===== src/rtl/imm_pkg.sv =====
// Shared types for the decode-stage immediate generator: format select
// encoding and the layout of one buffered result entry.
package imm_pkg;

   localparam int IMM_SRC_W = 3;

   // Width used for the package-level entry type; each pipe instance
   // declares the same layout at its own XLEN.
   localparam int XLEN_DFLT = 32;

   typedef enum logic [IMM_SRC_W-1:0] {
      IMM_I     = 3'd0,
      IMM_S     = 3'd1,
      IMM_B     = 3'd2,
      IMM_U     = 3'd3,
      IMM_J     = 3'd4,
      IMM_SHAMT = 3'd5
   } imm_src_t;

   // Field order matters: imm_ext occupies the MSBs, imm_err the LSB.
   typedef struct packed {
      logic [XLEN_DFLT-1:0] imm_ext;
      logic [XLEN_DFLT-1:0] pc_target;
      logic                 imm_err;
   } imm_entry_t;

endpackage


===== src/rtl/imm_gen_pipe_if.sv =====
// Decode-side bus of the immediate generator.
//
// Handshake: a transfer happens on a rising clk edge where valid && ready are
// both 1. The producer holds valid and its payload stable until that edge;
// ready may change freely and never depends combinationally on valid.
// The input side (in_valid/in_ready) carries instr/imm_src/pc, the output
// side (out_valid/out_ready) carries imm_ext/pc_target/imm_err.
interface imm_gen_pipe_if #(
   parameter int XLEN              = 32,
   parameter int INSTRUCTION_WIDTH = 32
) ();
   import imm_pkg::*;

   logic                         in_valid;
   logic                         in_ready;
   logic [INSTRUCTION_WIDTH-1:0] instr;
   logic [IMM_SRC_W-1:0]         imm_src;
   logic [XLEN-1:0]              pc;
   logic                         out_valid;
   logic                         out_ready;
   logic [XLEN-1:0]              imm_ext;
   logic [XLEN-1:0]              pc_target;
   logic                         imm_err;

   // Upstream/downstream environment side.
   modport master (
      output in_valid, instr, imm_src, pc, out_ready,
      input  in_ready, out_valid, imm_ext, pc_target, imm_err
   );

   // Immediate generator side.
   modport slave (
      input  in_valid, instr, imm_src, pc, out_ready,
      output in_ready, out_valid, imm_ext, pc_target, imm_err
   );
endinterface


===== src/rtl/imm_decode.sv =====
// Combinational immediate decode: extracts the selected immediate format,
// extends it to XLEN and forms the PC-relative target.
module imm_decode
   import imm_pkg::*;
#(
   parameter int  XLEN              = 32,
   parameter int  INSTRUCTION_WIDTH = 32,
   parameter type entry_t           = imm_entry_t
) (
   input  logic [INSTRUCTION_WIDTH-1:0] instr,
   input  logic [IMM_SRC_W-1:0]         imm_src,
   input  logic [XLEN-1:0]              pc,
   output entry_t                       entry
);

   logic [XLEN-1:0] imm;
   logic            err;
   logic [5:0]      shamt;
   logic            unused_opcode;

   // The opcode field never contributes to an immediate.
   assign unused_opcode = ^instr[6:0];

   // Format select; signed size casts do the sign extension to XLEN.
   always_comb begin
      imm   = '0;
      err   = 1'b0;
      // Bit 5 of the shift amount only exists on 64-bit datapaths.
      shamt = {(XLEN == 64) ? instr[25] : 1'b0, instr[24:20]};
      case (imm_src)
         IMM_I:     imm = XLEN'($signed(instr[31:20]));
         IMM_S:     imm = XLEN'($signed({instr[31:25], instr[11:7]}));
         IMM_B:     imm = XLEN'($signed({instr[31], instr[7], instr[30:25],
                                         instr[11:8], 1'b0}));
         IMM_U:     imm = XLEN'($signed({instr[31:12], 12'b0}));
         IMM_J:     imm = XLEN'($signed({instr[31], instr[19:12], instr[20],
                                         instr[30:21], 1'b0}));
         IMM_SHAMT: imm = XLEN'(shamt);
         default:   err = 1'b1;
      endcase
   end

   // Target adds a zero immediate for illegal formats, so it equals pc there.
   assign entry = {imm, pc + imm, err};

endmodule


===== src/rtl/imm_gen_pipe.sv =====
// Registered immediate generator with a main/skid two-entry buffer so the
// decode stage can stall or flush without losing or repeating instructions.
module imm_gen_pipe
   import imm_pkg::*;
#(
   parameter int XLEN              = 32,
   parameter int INSTRUCTION_WIDTH = 32
) (
   input  logic          clk,
   input  logic          rst_n,
   input  logic          flush,
   imm_gen_pipe_if.slave bus
);

   typedef struct packed {
      logic [XLEN-1:0] imm_ext;
      logic [XLEN-1:0] pc_target;
      logic            imm_err;
   } entry_t;

   entry_t dec_entry;
   entry_t main_q, main_d;
   entry_t skid_q, skid_d;
   logic   main_valid_q, main_valid_d;
   logic   skid_valid_q, skid_valid_d;
   logic   in_ready_q, in_ready_d;
   logic   in_xfer, out_xfer;

   imm_decode #(
      .XLEN              (XLEN),
      .INSTRUCTION_WIDTH (INSTRUCTION_WIDTH),
      .entry_t           (entry_t)
   ) u_decode (
      .instr   (bus.instr),
      .imm_src (bus.imm_src),
      .pc      (bus.pc),
      .entry   (dec_entry)
   );

   assign in_xfer  = bus.in_valid && in_ready_q;
   assign out_xfer = main_valid_q && bus.out_ready;

   // Buffer update: drain main (refilling from skid), then place the new
   // entry in main when it is free this edge, otherwise in skid.
   always_comb begin
      main_d       = main_q;
      main_valid_d = main_valid_q;
      skid_d       = skid_q;
      skid_valid_d = skid_valid_q;
      if (flush) begin
         main_valid_d = 1'b0;
         skid_valid_d = 1'b0;
      end else begin
         if (out_xfer) begin
            if (skid_valid_q) begin
               main_d       = skid_q;
               skid_valid_d = 1'b0;
            end else begin
               main_valid_d = 1'b0;
            end
         end
         // in_xfer implies skid is empty, since in_ready mirrors !skid_valid.
         if (in_xfer) begin
            if (!main_valid_q || (out_xfer && !skid_valid_q)) begin
               main_d       = dec_entry;
               main_valid_d = 1'b1;
            end else begin
               skid_d       = dec_entry;
               skid_valid_d = 1'b1;
            end
         end
      end
      in_ready_d = !skid_valid_d;
   end

   // State registers; reset empties both slots and zeroes the output data.
   always_ff @(posedge clk or negedge rst_n) begin
      if (!rst_n) begin
         main_q       <= '0;
         skid_q       <= '0;
         main_valid_q <= 1'b0;
         skid_valid_q <= 1'b0;
         in_ready_q   <= 1'b1;
      end else begin
         main_q       <= main_d;
         skid_q       <= skid_d;
         main_valid_q <= main_valid_d;
         skid_valid_q <= skid_valid_d;
         in_ready_q   <= in_ready_d;
      end
   end

   assign bus.in_ready  = in_ready_q;
   assign bus.out_valid = main_valid_q;
   assign bus.imm_ext   = main_q.imm_ext;
   assign bus.pc_target = main_q.pc_target;
   assign bus.imm_err   = main_q.imm_err;

endmodule


===== src/flat_wrapper.sv =====
// flat-port wrapper written by rule: the top's interface ports become plain ports
module imm_gen_pipe_flat import imm_pkg::*;
#(
   parameter int XLEN              = 32,
   parameter int INSTRUCTION_WIDTH = 32
)
  (clk, rst_n, flush, bus_in_valid, bus_instr, bus_imm_src, bus_pc, bus_out_ready, bus_in_ready, bus_out_valid, bus_imm_ext, bus_pc_target, bus_imm_err);
  imm_gen_pipe_if #(.XLEN(XLEN), .INSTRUCTION_WIDTH(INSTRUCTION_WIDTH)) bus_i ();
  input  logic clk;
  input  logic rst_n;
  input  logic flush;
  input wire logic [$bits(bus_i.in_valid)-1:0] bus_in_valid;
  input wire logic [$bits(bus_i.instr)-1:0] bus_instr;
  input wire logic [$bits(bus_i.imm_src)-1:0] bus_imm_src;
  input wire logic [$bits(bus_i.pc)-1:0] bus_pc;
  input wire logic [$bits(bus_i.out_ready)-1:0] bus_out_ready;
  output wire logic [$bits(bus_i.in_ready)-1:0] bus_in_ready;
  output wire logic [$bits(bus_i.out_valid)-1:0] bus_out_valid;
  output wire logic [$bits(bus_i.imm_ext)-1:0] bus_imm_ext;
  output wire logic [$bits(bus_i.pc_target)-1:0] bus_pc_target;
  output wire logic [$bits(bus_i.imm_err)-1:0] bus_imm_err;
  assign bus_i.in_valid = bus_in_valid;
  assign bus_i.instr = bus_instr;
  assign bus_i.imm_src = bus_imm_src;
  assign bus_i.pc = bus_pc;
  assign bus_i.out_ready = bus_out_ready;
  assign bus_in_ready = bus_i.in_ready;
  assign bus_out_valid = bus_i.out_valid;
  assign bus_imm_ext = bus_i.imm_ext;
  assign bus_pc_target = bus_i.pc_target;
  assign bus_imm_err = bus_i.imm_err;
  imm_gen_pipe #(.XLEN(XLEN), .INSTRUCTION_WIDTH(INSTRUCTION_WIDTH)) u_core (.clk(clk), .rst_n(rst_n), .flush(flush), .bus(bus_i));
endmodule

===== config.mk =====
export PLATFORM = sky130hd
export DESIGN_NAME = imm_gen_pipe_flat
export DESIGN_NICKNAME = d
export VERILOG_FILES = /design/src/rtl/imm_pkg.sv /design/src/rtl/imm_gen_pipe_if.sv /design/src/rtl/imm_decode.sv /design/src/rtl/imm_gen_pipe.sv /design/src/flat_wrapper.sv
export SDC_FILE = /design/constraint.sdc
export NUM_CORES = 1
export LEC_CHECK = 0
export ABC_AREA = 1
export BUFFER_PORTS_ARGS = -buffer_cell sky130_fd_sc_hd__buf_2
export CAP_MARGIN = 20
export CORE_MARGIN = 5
export CORE_UTILIZATION = 60
export DETAILED_ROUTE_END_ITERATION = 10
export PLACE_DENSITY = 0.84
export SLEW_MARGIN = 40
export SYNTH_ARGS = -nofsm -noshare
export SYNTH_HDL_FRONTEND = slang
export SYNTH_SLANG_ARGS = --single-unit

===== constraint.sdc =====
create_clock -name clk -period 4.3 [get_ports clk]
set_input_delay 0.43 -clock clk [delete_from_list [all_inputs] [get_ports clk]]
set_output_delay 0.43 -clock clk [all_outputs]
set_load 0.01 [all_outputs]

## Word-level counts from Yosys, hierarchy flattened

Cells that the tools add are included.

| word-level totals | value |
|---|---|
| logic and storage cells | 42 |
| output and inout port bits | 67 |
| input bits | 72 |
| bits in registers | 133 |

| cells by class | value |
|---|---|
| add/subtract/negate cells | 1 |
| reduce and logical (&&, ||, !) cells | 10 |
| multiplexer cells | 15 |
| equal/unequal tests | 5 |
| bitwise logic cells | 2 |

Operator list:

| cell | count |
|---|---|
| two-way mux 65 bit | 4 |
| case mux 32 bit (6 select lines) | 1 |
| adder 32 bit | 1 |
| two-way mux 1 bit | 10 |
| == test 3 x 2 -> 1 bit (second input constant) | 2 |
| == test 3 bit (second input constant) | 2 |
| OR reduction 6 bit | 1 |
| == test 3 x 1 -> 1 bit (second input constant) | 1 |
| logical AND 1 bit | 3 |
| logical NOT 1 bit | 3 |
| logical NOT 3 bit | 1 |
| AND reduction 3 bit | 1 |
| NOT 1 bit | 2 |
| logical OR 1 bit | 1 |

## Depth between registers and ports, before layout

Gate-level depths: netlist (run 1).

| depth | value |
|---|---|
| depth in word-level cells | 7 |
| gate-level depth with buffers | 19 |
| depth with buffers taken out | 18 |

## Cells and area by module

A second synthesis (run 1) with hierarchy kept.

| second synthesis, totals | value |
|---|---|
| cells, all modules | 1462 |
| area, all modules | 9492.9 µm² |

By module, submodules not included:

| module | area each (µm²) | instances | cells an instance | sequential area each (µm²) |
|---|---|---|---|---|
| imm_gen_pipe | 6670.1 | 1 | 875 | 3329.4 |
| imm_decode | 2822.7 | 1 | 587 | 0.0 |

## Worst setup path before layout (run 1)

Ideal clock, no wire load.

| timing | value |
|---|---|
| path type | input to register |
| start point | input bus_imm_src[1] |
| end point | register u_core.main_q (netlist bit u_core.bus.pc_target[16]) |
| setup time | 0.116 ns |
| data arrival time | 2.377 ns |
| cell stages on the path | 17 |
| buffers on the path | 0 |
| data required time | 4.184 ns |
| setup slack | 1.806 ns |
| cells stage by stage | inv_1 o21ai_0 a21oi_1 ha_1 inv_1 fa_1 inv_1 nand3_1 nand3_1 nand2_1 nand2_1 nand2_1 nand2_1 xnor2_1 nand2_1 nand2_1 nand2_1 |

RTL lines:

| item | line | text |
|---|---|---|
| start, declared | flat_wrapper.sv:14 | `input wire logic [$bits(bus_i.imm_src)-1:0] bus_imm_src;` |
| end signal, assigned | imm_gen_pipe.sv:85 | `main_q <= main_d;` |
| end, declared | imm_gen_pipe.sv:22 | `entry_t main_q, main_d;` |

==> flow_metrics.env, run 1 <==
export IMPL_timing_hold_ws_ns=-0.00378
export IMPL_maxSlewHeadroom_pct=44.6
export IMPL_syn_to_final_growth_pct=16.3
export IMPL_drtIter0Drc=1062
export IMPL_mappedNetlistNets=1427
export IMPL_syn_avg_cell_area_sq_um=6.63
export IMPL_clock_latency_ns=0.43
export IMPL_grt_ovfl_total=0
export IMPL_max_clock_freq_ghz=0.333
export IMPL_finalMaxSlewViolations=0
export IMPL_cts_root_buf="clkbuf_16"
export IMPL_nets=1532
export IMPL_dr_pass1_iters=8
export IMPL_final_setup_tns_ns=0
export IMPL_synthArstFlopShare_pct=100
export IMPL_rr_startpoint="u_core.bus.out_valid$_DFF_PN0_"
export IMPL_avgRoutedWirePerCell_um=17.3
export IMPL_fin_crit_ns=3.00
export IMPL_post_route_period_util_pct=69.8
export IMPL_numCtsBuffers=17
export IMPL_diodes=0
export IMPL_synthMuxAreaShare_pct=0
export IMPL_p_per_area_mw_per_mm2=458
export IMPL_antenna_found_initial=0
export IMPL_drc=0
export IMPL_clkSlewWorstSetupHoldPaths_ns=0.06
export IMPL_yosysWarnings=0
export IMPL_crit_type="in2reg"
export IMPL_cts_resized=0
export IMPL_startpoint_type="primary input"
export IMPL_ys_dominant_reg_cell="dfrtp_1"
export IMPL_ir_drop_mv=0.340
export IMPL_final_cell_mix="nand2_1, inv_1, dfrtp_1"
export IMPL_rsz0062_at_grt="false"
export IMPL_synth_edf_count=0
export IMPL_placed_cells=1593
export IMPL_initial_core_util_pct=60.8
export IMPL_worstPathArrival_ns=3.32
export IMPL_grt_usage_pct=33.5
export IMPL_synthAdderAreaFrac_pct=4.65
export IMPL_startpoint="bus_imm_src[1]"
export IMPL_cts_sinks=133
export IMPL_setup_viol=0
export IMPL_grt_pass1_wl_mm=44.2
export IMPL_maxCapViolations=0
export IMPL_clock_skew_ns=0.00901
export IMPL_cp_required_ns=4.62
export IMPL_synth_simple_gate_area_share_pct=31.1
export IMPL_cts_setup_buffers=0
export IMPL_synth_top_family_by_area="simple AND/OR/NAND/NOR gates"
export IMPL_status="complete, but fails checks"
export IMPL_reg2reg_slack_ns=1.99
export IMPL_vias=9156
export IMPL_reg2reg_depth=7
export IMPL_synth_compound_area_share_pct=13.0
export IMPL_worstMarginPinSlew_ns=0.832
export IMPL_postRouteAntennaNets=0
export IMPL_ys_ff_latch=133
export IMPL_ys_types=37
export IMPL_synth_xor_area_share_pct=1.50
export IMPL_numPortBuffers=131
export IMPL_fp_row_count=44
export IMPL_fin_cells=1624
export IMPL_hold_violations=1
export IMPL_endpoint="u_core.bus.pc_target[30]$_DFFE_PN0N_"
export IMPL_syn_instance_count=1323
export IMPL_wl_mm=28.1
export IMPL_htreeDepth=4
export IMPL_critical_path_endpoint_type="flip-flop"
export IMPL_fp_dieW_um=131
export IMPL_final_common_cell="nand2_1"
export IMPL_grt_pass1_vias=8302
export IMPL_cts_tree="built"
export IMPL_grt_max_degree=99
export IMPL_synth_area_sq_mm=0.00877
export IMPL_clockBufferDepth=2
export IMPL_cp_max_fo=12
export IMPL_leakagePower_nw=5.86
export IMPL_coreArea_sq_mm=0.0144
export IMPL_hp_class="in2async"
export IMPL_viasPerCell=5.64
export IMPL_power_w=0.00467
export IMPL_drive_gt1_share_pct=13.0
export IMPL_dieArea_sq_mm=0.0171
export IMPL_die_y_um=131
export IMPL_ios=139
export IMPL_dp_hpwl_mm=19.8
export IMPL_r2r_end="u_core.bus.imm_ext[18]$_DFFE_PN0N_"
export IMPL_holdBufCountCts=0
export IMPL_gp_congestion=0.993
export IMPL_violations="negative hold slack"
export IMPL_synth_seq_area_share_pct=37.9
area by class of cell:
cell class | instances | area, sq um
Multi-Input combinational cell | 921 | 4420
Sequential cell | 133 | 3330
Fill cell | 1244 | 4220
Clock buffer | 20 | 457
Timing Repair Buffer | 139 | 729
Tap cell | 184 | 230
Clock inverter | 11 | 221
Inverter | 216 | 815
metal layers:
metal  routed length (um)  GRT usage (%)  vias to the layer above
met5                    0              0                        -
met4                  969           13.6                        0
met3                 2440           5.41                       62
met2                12300           49.4                      472
met1                12400           49.4                     4256
li1                     -              -                     4366
cells by family (layout without fill, tap and decap cells):
logic type	Yosys count	after routing
buffers and inverters	269	386
flip-flops	133	133
XOR/XNOR	15	15
adder cells (fa/ha/maj)	32	32
AND/OR/NAND/NOR	687	687
AO/OA/AOI/OAI	187	187
report_power, final:
group / internal, W / leakage (nW) / switching [W]
registers: 0.00155 / 1.62 / 0.000183
clock network: 0.00112 / 0.323 / 0.000581
logic: 0.000441 / 3.92 / 0.000793
Yosys cell counts (4+ instances only):
master	n	share of area (%)
nand2_1	518	22
inv_1	211	9.0
dfrtp_1	132	38
o21ai_0	91	5.2
nor2_1	76	3.3
nand3_1	75	4.3
a32oi_1	37	3.7
clkbuf_1	31	1.3
ha_1	31	4.4
a21oi_1	23	1.3
a31oi_1	20	1.4
buf_2	15	0.86
xor2_1	9	0.90
xnor2_1	6	0.60
inv_2	5	0.21
buf_1	4	0.17
o31ai_1	4	0.34
worst max-delay path: stages:
cell	delay, ns
buf_2	0.13
inv_1	0.21
nor2_2	0.07
buf_4	0.19
a21oi_2	0.35
o21ai_0	0.31
ha_1	0.44
nand2_1	0.14
inv_1	0.05
nand2_1	0.06
nand2_1	0.06
nand2_1	0.06
nand2_1	0.11
a21oi_1	0.22
nand2_1	0.09
nand2_1	0.13
nand3_1	0.11
nand2_1	0.09
nand2_1	0.05
through the flow:
| step | util [%] | hold slack, ns | setup WS (ns) | cell area (sq um) |
|---|---|---|---|---|
| 6_report | 70.7 | -0.00378 | 1.30 | 10200 |
| 5_1_grt | 70.7 | 0.0920 | 1.06 | 10200 |
| 4_1_cts | 70.7 | 0.0665 | 1.38 | 10200 |
| 3_5_place_dp | 66.0 | 0.456 | 0.956 | 9520 |
| 3_3_place_gp | 65.9 | 0.449 | 1.01 | 9510 |
| 2_1_floorplan | - | 0.134 | 1.81 | 8770 |
flip-flops by register name, summed over array words and instances (netlist names):
register and flops:
u_core.bus.imm_ext 32, u_core.bus.in_ready 1, u_core.bus.imm_err 1, u_core.bus.pc_target 32, u_core.bus.out_valid 1, u_core.skid_q 65, u_core.skid_valid_q 1
worst min path at each step:
stage / from / endpoint / depth (start not counted)
2_1_floorplan: rst_n / u_core.bus.imm_err$_DFFE_PN0N_ / 0
3_3_place_gp: u_core.skid_q[4]$_DFFE_PN0P_ / u_core.skid_q[4]$_DFFE_PN0P_ / 2
3_5_place_dp: u_core.skid_q[1]$_DFFE_PN0P_ / u_core.skid_q[1]$_DFFE_PN0P_ / 2
4_1_cts: rst_n / u_core.bus.imm_ext[4]$_DFFE_PN0N_ / 1
5_1_grt: rst_n / u_core.bus.imm_ext[3]$_DFFE_PN0N_ / 1
6_report: rst_n / u_core.bus.imm_ext[3]$_DFFE_PN0N_ / 1
(Power assumes the default switching activity.)
==> run 2, diff against run 1 <==
Settings changed: CORE_UTILIZATION 60 to 58, PLACE_DENSITY 0.84 to 0.81.
Clock period 4.3 ns to 3.1 ns, I/O delays scaled along.
==> run 2 against run 1 <==
Compared with the run above: the run now ends clean; clock skew shrank 0.0029 ns; via count is essentially flat; first-iteration DRC count shrank 7.2%; die area grew 3.2%; sequential power grew 38%; clock power grew 17%; sequential cell count is the same; critical endpoint is now u_core.bus.pc_target[16]$_DFFE_PN0N_.
==> flow_metrics.env, run 2 (synthesis gave the netlist of run 1 again) <==
export IMPL_status="finished, final reports clean"
export IMPL_clockBufferDepth=2
export IMPL_setup_viol=0
export IMPL_slowest_delay_ns=0.44
export IMPL_worstPathArrival_ns=3.01
export IMPL_cts_resized=0
export IMPL_path_delay_family="simple AND/OR/NAND/NOR gates"
export IMPL_power_switching_w=0.00217
export IMPL_postRouteAntennaNets=0
export IMPL_power_w=0.00613
export IMPL_clock_latency_ns=0.43
export IMPL_grt_pass1_vias=8557
export IMPL_drc=0
export IMPL_n_fill_cell=1358
export IMPL_cts_tree="built"
export IMPL_clkSlewWorstSetupHoldPaths_ns=0.06
export IMPL_crit_type="in2reg"
export IMPL_cp_required_ns=3.41
export IMPL_hold_violations=0
export IMPL_drtIter0Drc=986
export IMPL_cts_root_buf="clkbuf_16"
export IMPL_cts_setup_buffers=0
export IMPL_avgRoutedWirePerCell_um=17.2
export IMPL_hp_class="in2reg"
export IMPL_dieArea_sq_mm=0.0177
export IMPL_coreArea_sq_mm=0.0150
export IMPL_dpl_worst_slack_ns=0.0596
export IMPL_fp_dieW_um=133
export IMPL_finalMaxSlewViolations=0
export IMPL_rsz0062_at_grt="false"
export IMPL_cp_common_cell="nand2_1"
export IMPL_diodes=0
export IMPL_clock_skew_ns=0.00610
export IMPL_placed_area_sq_mm=0.00966
export IMPL_post_route_period_util_pct=87.2
export IMPL_regMostFlops="u_core.skid_q"
export IMPL_final_common_cell="nand2_1"
export IMPL_multi_input_comb_area_sq_mm=0.00443
export IMPL_p_int_w=0.00396
export IMPL_cts_sinks=133
export IMPL_wl_mm=28.2
export IMPL_cp_num_buf_inv=4
export IMPL_ir_drop_mv=0.374
export IMPL_vias=9148
export IMPL_ios=139
export IMPL_grt_pass1_wl_mm=45.1
export IMPL_regArea_sq_mm=0.00333
export IMPL_numCtsBuffers=17
export IMPL_grt_usage_pct=32.3
export IMPL_critical_path_endpoint_type="flip-flop"
export IMPL_maxSlewHeadroom_pct=44.8
export IMPL_nets=1547
export IMPL_die_y_um=133
export IMPL_drive_gt1_share_pct=13.8
export IMPL_pwr_share_comb_pct=28.7
export IMPL_power_frac_seq_pct=38.9
export IMPL_grt_max_degree=82
export IMPL_viasPerCell=5.57
export IMPL_htreeDepth=4
export IMPL_final_setup_tns_ns=0
export IMPL_initial_core_util_pct=58.4
export IMPL_maxCapViolations=0
export IMPL_worst_slack_ns=0.396
export IMPL_syn_to_final_growth_pct=16.9
export IMPL_critical_path_cell_chain="buf_2, inv_1, o21ai_0, a21oi_1, ha_1, inv_1, fa_1, inv_1, nand3_1, nand3_1, nand2_1, nand2_1, nand2_1, nand2_1, xnor2_1, nand2_1, nand2_1, nand2_1"
export IMPL_gp_congestion=0.975
export IMPL_max_clock_freq_ghz=0.370
export IMPL_dp_hpwl_mm=20.4
export IMPL_p_sw_share_pct=35.4
export IMPL_p_per_area_mw_per_mm2=598
export IMPL_dr_pass1_iters=6
export IMPL_design_area_sq_mm=0.0103
export IMPL_fp_row_count=45
export IMPL_fin_crit_ns=2.70
export IMPL_startpoint_type="primary input"
export IMPL_grt_ovfl_total=0
export IMPL_final_cell_mix="nand2_1, inv_1, dfrtp_1"
export IMPL_holdBufCountCts=1
export IMPL_clockPowerShare_pct=32.4
export IMPL_worstMarginPinSlew_ns=0.828
export IMPL_cp_slowest_cell="fa_1"
export IMPL_cp_max_fo=8
export IMPL_leakagePower_nw=5.90
export IMPL_numPortBuffers=131
export IMPL_antenna_found_initial=0
export IMPL_largest_reg_flops=65
==> run 2: routing by layer <==
layer / vias to the layer above / track usage [%] / share of wire, %
met3: 51 / 7.30 / 8.7
met5: - / 0 / 0
met1: 4324 / 46.3 / 44
li1: 4389 / - / -
met2: 384 / 48.8 / 45
met4: 0 / 10.2 / 2.6
==> run 2: per-stage QoR <==
stage,hold WS (ns),cells,utilization (%)
finish,0.185,1643,68.2
global route,0.206,1643,68.2
CTS,0.177,1642,68.1
detailed placement,0.337,1610,64.2
global placement,0.340,1610,64.2
floorplan,0.0144,1323,-
==> run 2: power by group through the flow <==
stage          combinational [W]  clock (W)  sequential, W
3_3_place_gp             0.00169          0        0.00239
4_1_cts                  0.00174    0.00198        0.00238
3_5_place_dp             0.00172          0        0.00241
6_report                 0.00176    0.00199        0.00239
5_1_grt                  0.00197    0.00208        0.00244
2_1_floorplan            0.00102          0        0.00244
==> run 2: final timing paths <==
check,from,to,slack [ns],cells past startpoint
hold / removal,bus_out_ready,u_core.bus.in_ready$_DFF_PN1_,0.19,3
setup / recovery,bus_imm_src[1],u_core.bus.pc_target[16]$_DFFE_PN0N_,0.40,18
setup reg to reg,u_core.skid_valid_q$_DFF_PN0_,u_core.bus.pc_target[31]$_DFFE_PN0N_,0.94,10
max in group asynchronous,rst_n,u_core.bus.imm_ext[9]$_DFFE_PN0N_,1.91,3
hold reg to reg,u_core.skid_q[4]$_DFFE_PN0P_,u_core.skid_q[4]$_DFFE_PN0P_,0.47,2
min in group asynchronous,rst_n,u_core.skid_q[8]$_DFFE_PN0P_,0.44,2
==> run 2: cell type report <==
cell class / count / area share [%]
inverters: 216 / 7.92
well taps: 188 / 2.29
repair buffers: 154 / 8.65
clock buffers: 18 / 4.19
flip-flops and latches: 133 / 32.5
clock inverters: 13 / 1.31
multi-input cells: 921 / 43.2
==> run 2: tightest hold or removal path, cell delays in order <==
cell and delay, ns:
buf_2 0.10, nand2_1 0.07, a31oi_1 0.11
==> run 3, diff against run 2 <==
Settings changed: ABC_AREA 1 to 0, BUFFER_PORTS_ARGS -buffer_cell sky130_fd_sc_hd__buf_2 to not set, CORE_UTILIZATION 58 to 60, DONT_BUFFER_PORTS set to 1, PLACE_DENSITY 0.81 to 0.76.
==> run 3 against run 2 <==
Compared with the run above: the flow now finishes with violations (negative hold slack); first-iteration DRC count shrank 43%; power shrank 1.7%; worst setup slack lost 0.18 ns; synthesized area shrank 16%; non-clock buffer count shrank 100; clock skew shrank 0.0011 ns; combinational power shrank 31%; via count shrank 28%.
==> flow_metrics.env, run 3 <==
export IMPL_cts_sinks=133
export IMPL_multi_input_comb_area_sq_mm=0.00384
export IMPL_nets=997
export IMPL_fp_dieW_um=121
export IMPL_postRouteAntennaNets=0
export IMPL_timing_hold_ws_ns=-0.413
export IMPL_gp_congestion=0.950
export IMPL_grt_pass1_vias=6451
export IMPL_synth_commonest_cells="nand2_1, dfrtp_1, a21oi_1, nor2_1, o21ai_0"
export IMPL_final_common_cell="nand2_1"
export IMPL_largest_reg_flops=65
export IMPL_grt_ovfl_total=0
export IMPL_die_y_um=121
export IMPL_synth_edf_count=0
export IMPL_synth_top_cell_area_share_pct=44.6
export IMPL_numCtsBuffers=17
export IMPL_status="complete, but fails checks"
export IMPL_leakagePower_nw=4.01
export IMPL_holdBufCountCts=1
export IMPL_max_clock_freq_ghz=0.346
export IMPL_worstMarginPinSlew_ns=0.554
export IMPL_yosysMostFrequentCell="nand2_1"
export IMPL_wl_mm=20.8
export IMPL_viasPerCell=6.11
export IMPL_grt_max_degree=134
export IMPL_cts_tree="built"
export IMPL_fin_crit_ns=2.89
export IMPL_clock_skew_ns=0.00497
export IMPL_crit_type="in2reg"
export IMPL_yosysTopAreaCell="dfrtp_1"
export IMPL_ys_types=66
export IMPL_ys_ff_latch=133
export IMPL_clkSlewWorstSetupHoldPaths_ns=0.06
export IMPL_startpoint_type="primary input"
export IMPL_syn_avg_cell_area_sq_um=8.52
export IMPL_violations="negative hold slack"
export IMPL_finalMaxSlewViolations=0
export IMPL_fp_row_count=40
export IMPL_reg2reg_depth=7
export IMPL_synth_area_sq_mm=0.00740
export IMPL_avgRoutedWirePerCell_um=19.4
export IMPL_cts_root_buf="clkbuf_16"
export IMPL_n_fill_cell=891
export IMPL_p_per_area_mw_per_mm2=700
export IMPL_yosysWarnings=0
export IMPL_synthArstFlopShare_pct=100
export IMPL_htreeDepth=4
export IMPL_ios=139
export IMPL_setup_viol=0
export IMPL_vias=6562
export IMPL_post_route_period_util_pct=93.1
export IMPL_initial_core_util_pct=61.3
export IMPL_drive_gt1_share_pct=13.6
export IMPL_maxCapViolations=0
export IMPL_synth_area_leaders="dfrtp_1, a21oi_1, nand2_1"
export IMPL_numPortBuffers=0
export IMPL_syn_instance_count=869
export IMPL_critical_path_endpoint_type="flip-flop"
export IMPL_grt_pass1_wl_mm=33.3
export IMPL_diodes=0
export IMPL_dr_pass1_iters=5
export IMPL_synth_seq_area_share_pct=45.0
export IMPL_regMostFlops="u_core.skid_q"
export IMPL_ir_drop_mv=0.474
export IMPL_cp_max_fo=4
export IMPL_dieArea_sq_mm=0.0147
export IMPL_cp_required_ns=3.39
export IMPL_hp_class="in2async"
export IMPL_drc=0
export IMPL_worstPathArrival_ns=3.18
export IMPL_power_w=0.00603
export IMPL_coreArea_sq_mm=0.0121
export IMPL_clock_latency_ns=0.42
export IMPL_ys_dominant_reg_cell="dfrtp_1"
export IMPL_maxSlewHeadroom_pct=63.1
export IMPL_antenna_found_initial=0
export IMPL_dp_hpwl_mm=14.9
export IMPL_drtIter0Drc=562
export IMPL_grt_usage_pct=29.0
export IMPL_syn_to_final_growth_pct=16.4
export IMPL_regArea_sq_mm=0.00333
export IMPL_final_cell_mix="nand2_1, dfrtp_1, a21oi_1"
export IMPL_clockBufferDepth=2
export IMPL_hold_violations=133
export IMPL_mappedNetlistNets=973
[run 3: path summary, 6_finish.rpt]
path                                               start  slack (ns)                                    to
hold / removal                                     rst_n       -0.41   u_core.bus.pc_target[3]$_DFFE_PN0N_
hold reg to reg             u_core.skid_q[0]$_DFFE_PN0P_        0.47          u_core.skid_q[0]$_DFFE_PN0P_
setup reg to reg           u_core.skid_valid_q$_DFF_PN0_        1.03  u_core.bus.pc_target[21]$_DFFE_PN0N_
setup / recovery                            bus_instr[7]        0.21  u_core.bus.pc_target[26]$_DFFE_PN0N_
min in group clk                                   flush        0.02  u_core.bus.pc_target[13]$_DFFE_PN0N_
max in group asynchronous                          rst_n        3.30         u_core.bus.in_ready$_DFF_PN1_
[run 3: stage by stage]
step | util, % | setup slack (ns) | instances | setup TNS (ns) | instance area (sq um)
finish | 71.4 | 0.214 | 1074 | 0 | 8610
global route | 71.4 | -0.0157 | 1074 | -0.0202 | 8610
CTS | 71.3 | 0.193 | 1073 | 0 | 8590
detailed placement | 65.7 | -0.230 | 1040 | -2.39 | 7920
global placement | 65.7 | -0.0731 | 1040 | -0.373 | 7920
floorplan | - | -0.0287 | 869 | -0.0487 | 7500
[run 3: critical path: stages]
cell       delay, ns
nor2b_1         0.15
a21oi_1         0.07
a211oi_2        0.24
buf_4           0.17
ha_1            0.18
inv_1           0.07
fa_1            0.43
nor2b_2         0.16
o2111ai_2       0.16
a211oi_2        0.33
o31a_2          0.21
a21oi_4         0.07
o21ai_2         0.16
o21ai_0         0.12
xor2_1          0.23
o21ai_0         0.11
[run 3: routing by layer]
layer | wire length (um) | vias up | global-route usage [%]
li1 | - | 3090 | -
met1 | 8550 | 3135 | 37.0
met2 | 9530 | 287 | 45.0
met3 | 1990 | 50 | 10.3
met4 | 745 | 0 | 12.3
met5 | 0 | - | 0
[run 3: repair_timing]
action / in CTS / in global routing
endpoints found under the hold margin: 134 / 133
endpoints found under the setup margin: 0 / 6
buffers inserted: 0 / 1
gates resized for setup: 0 / 3
[run 3: kinds of logic after synthesis]
| group | after synthesis | synth area share (%) |
|---|---|---|
| AO/OA/AOI/OAI | 307 | 24.8 |
| XOR/XNOR | 28 | 3.31 |
| adder cells (fa/ha/maj) | 32 | 5.51 |
| buffers and inverters | 90 | 4.73 |
| flip-flops | 133 | 45.0 |
| multiplexers | 4 | 0.558 |
| AND/OR/NAND/NOR | 275 | 16.1 |
[run 3: area by class of cell]
cell class / count / area share [%]
Multi-Input combinational cell: 646 / 44.6
Sequential cell: 133 / 38.7
Clock buffer: 24 / 5.71
Timing Repair Buffer: 54 / 4.88
Tap cell: 168 / 2.44
Clock inverter: 8 / 1.96
Inverter: 41 / 1.79
[run 3: power by group]
| part | switching [W] | total (W) | internal (W) |
|---|---|---|---|
| clock | 0.000727 | 0.00224 | 0.00151 |
| sequential | 0.000394 | 0.00257 | 0.00218 |
| combinational | 0.000692 | 0.00122 | 0.000527 |
| total | 0.00181 | 0.00603 | 0.00421 |
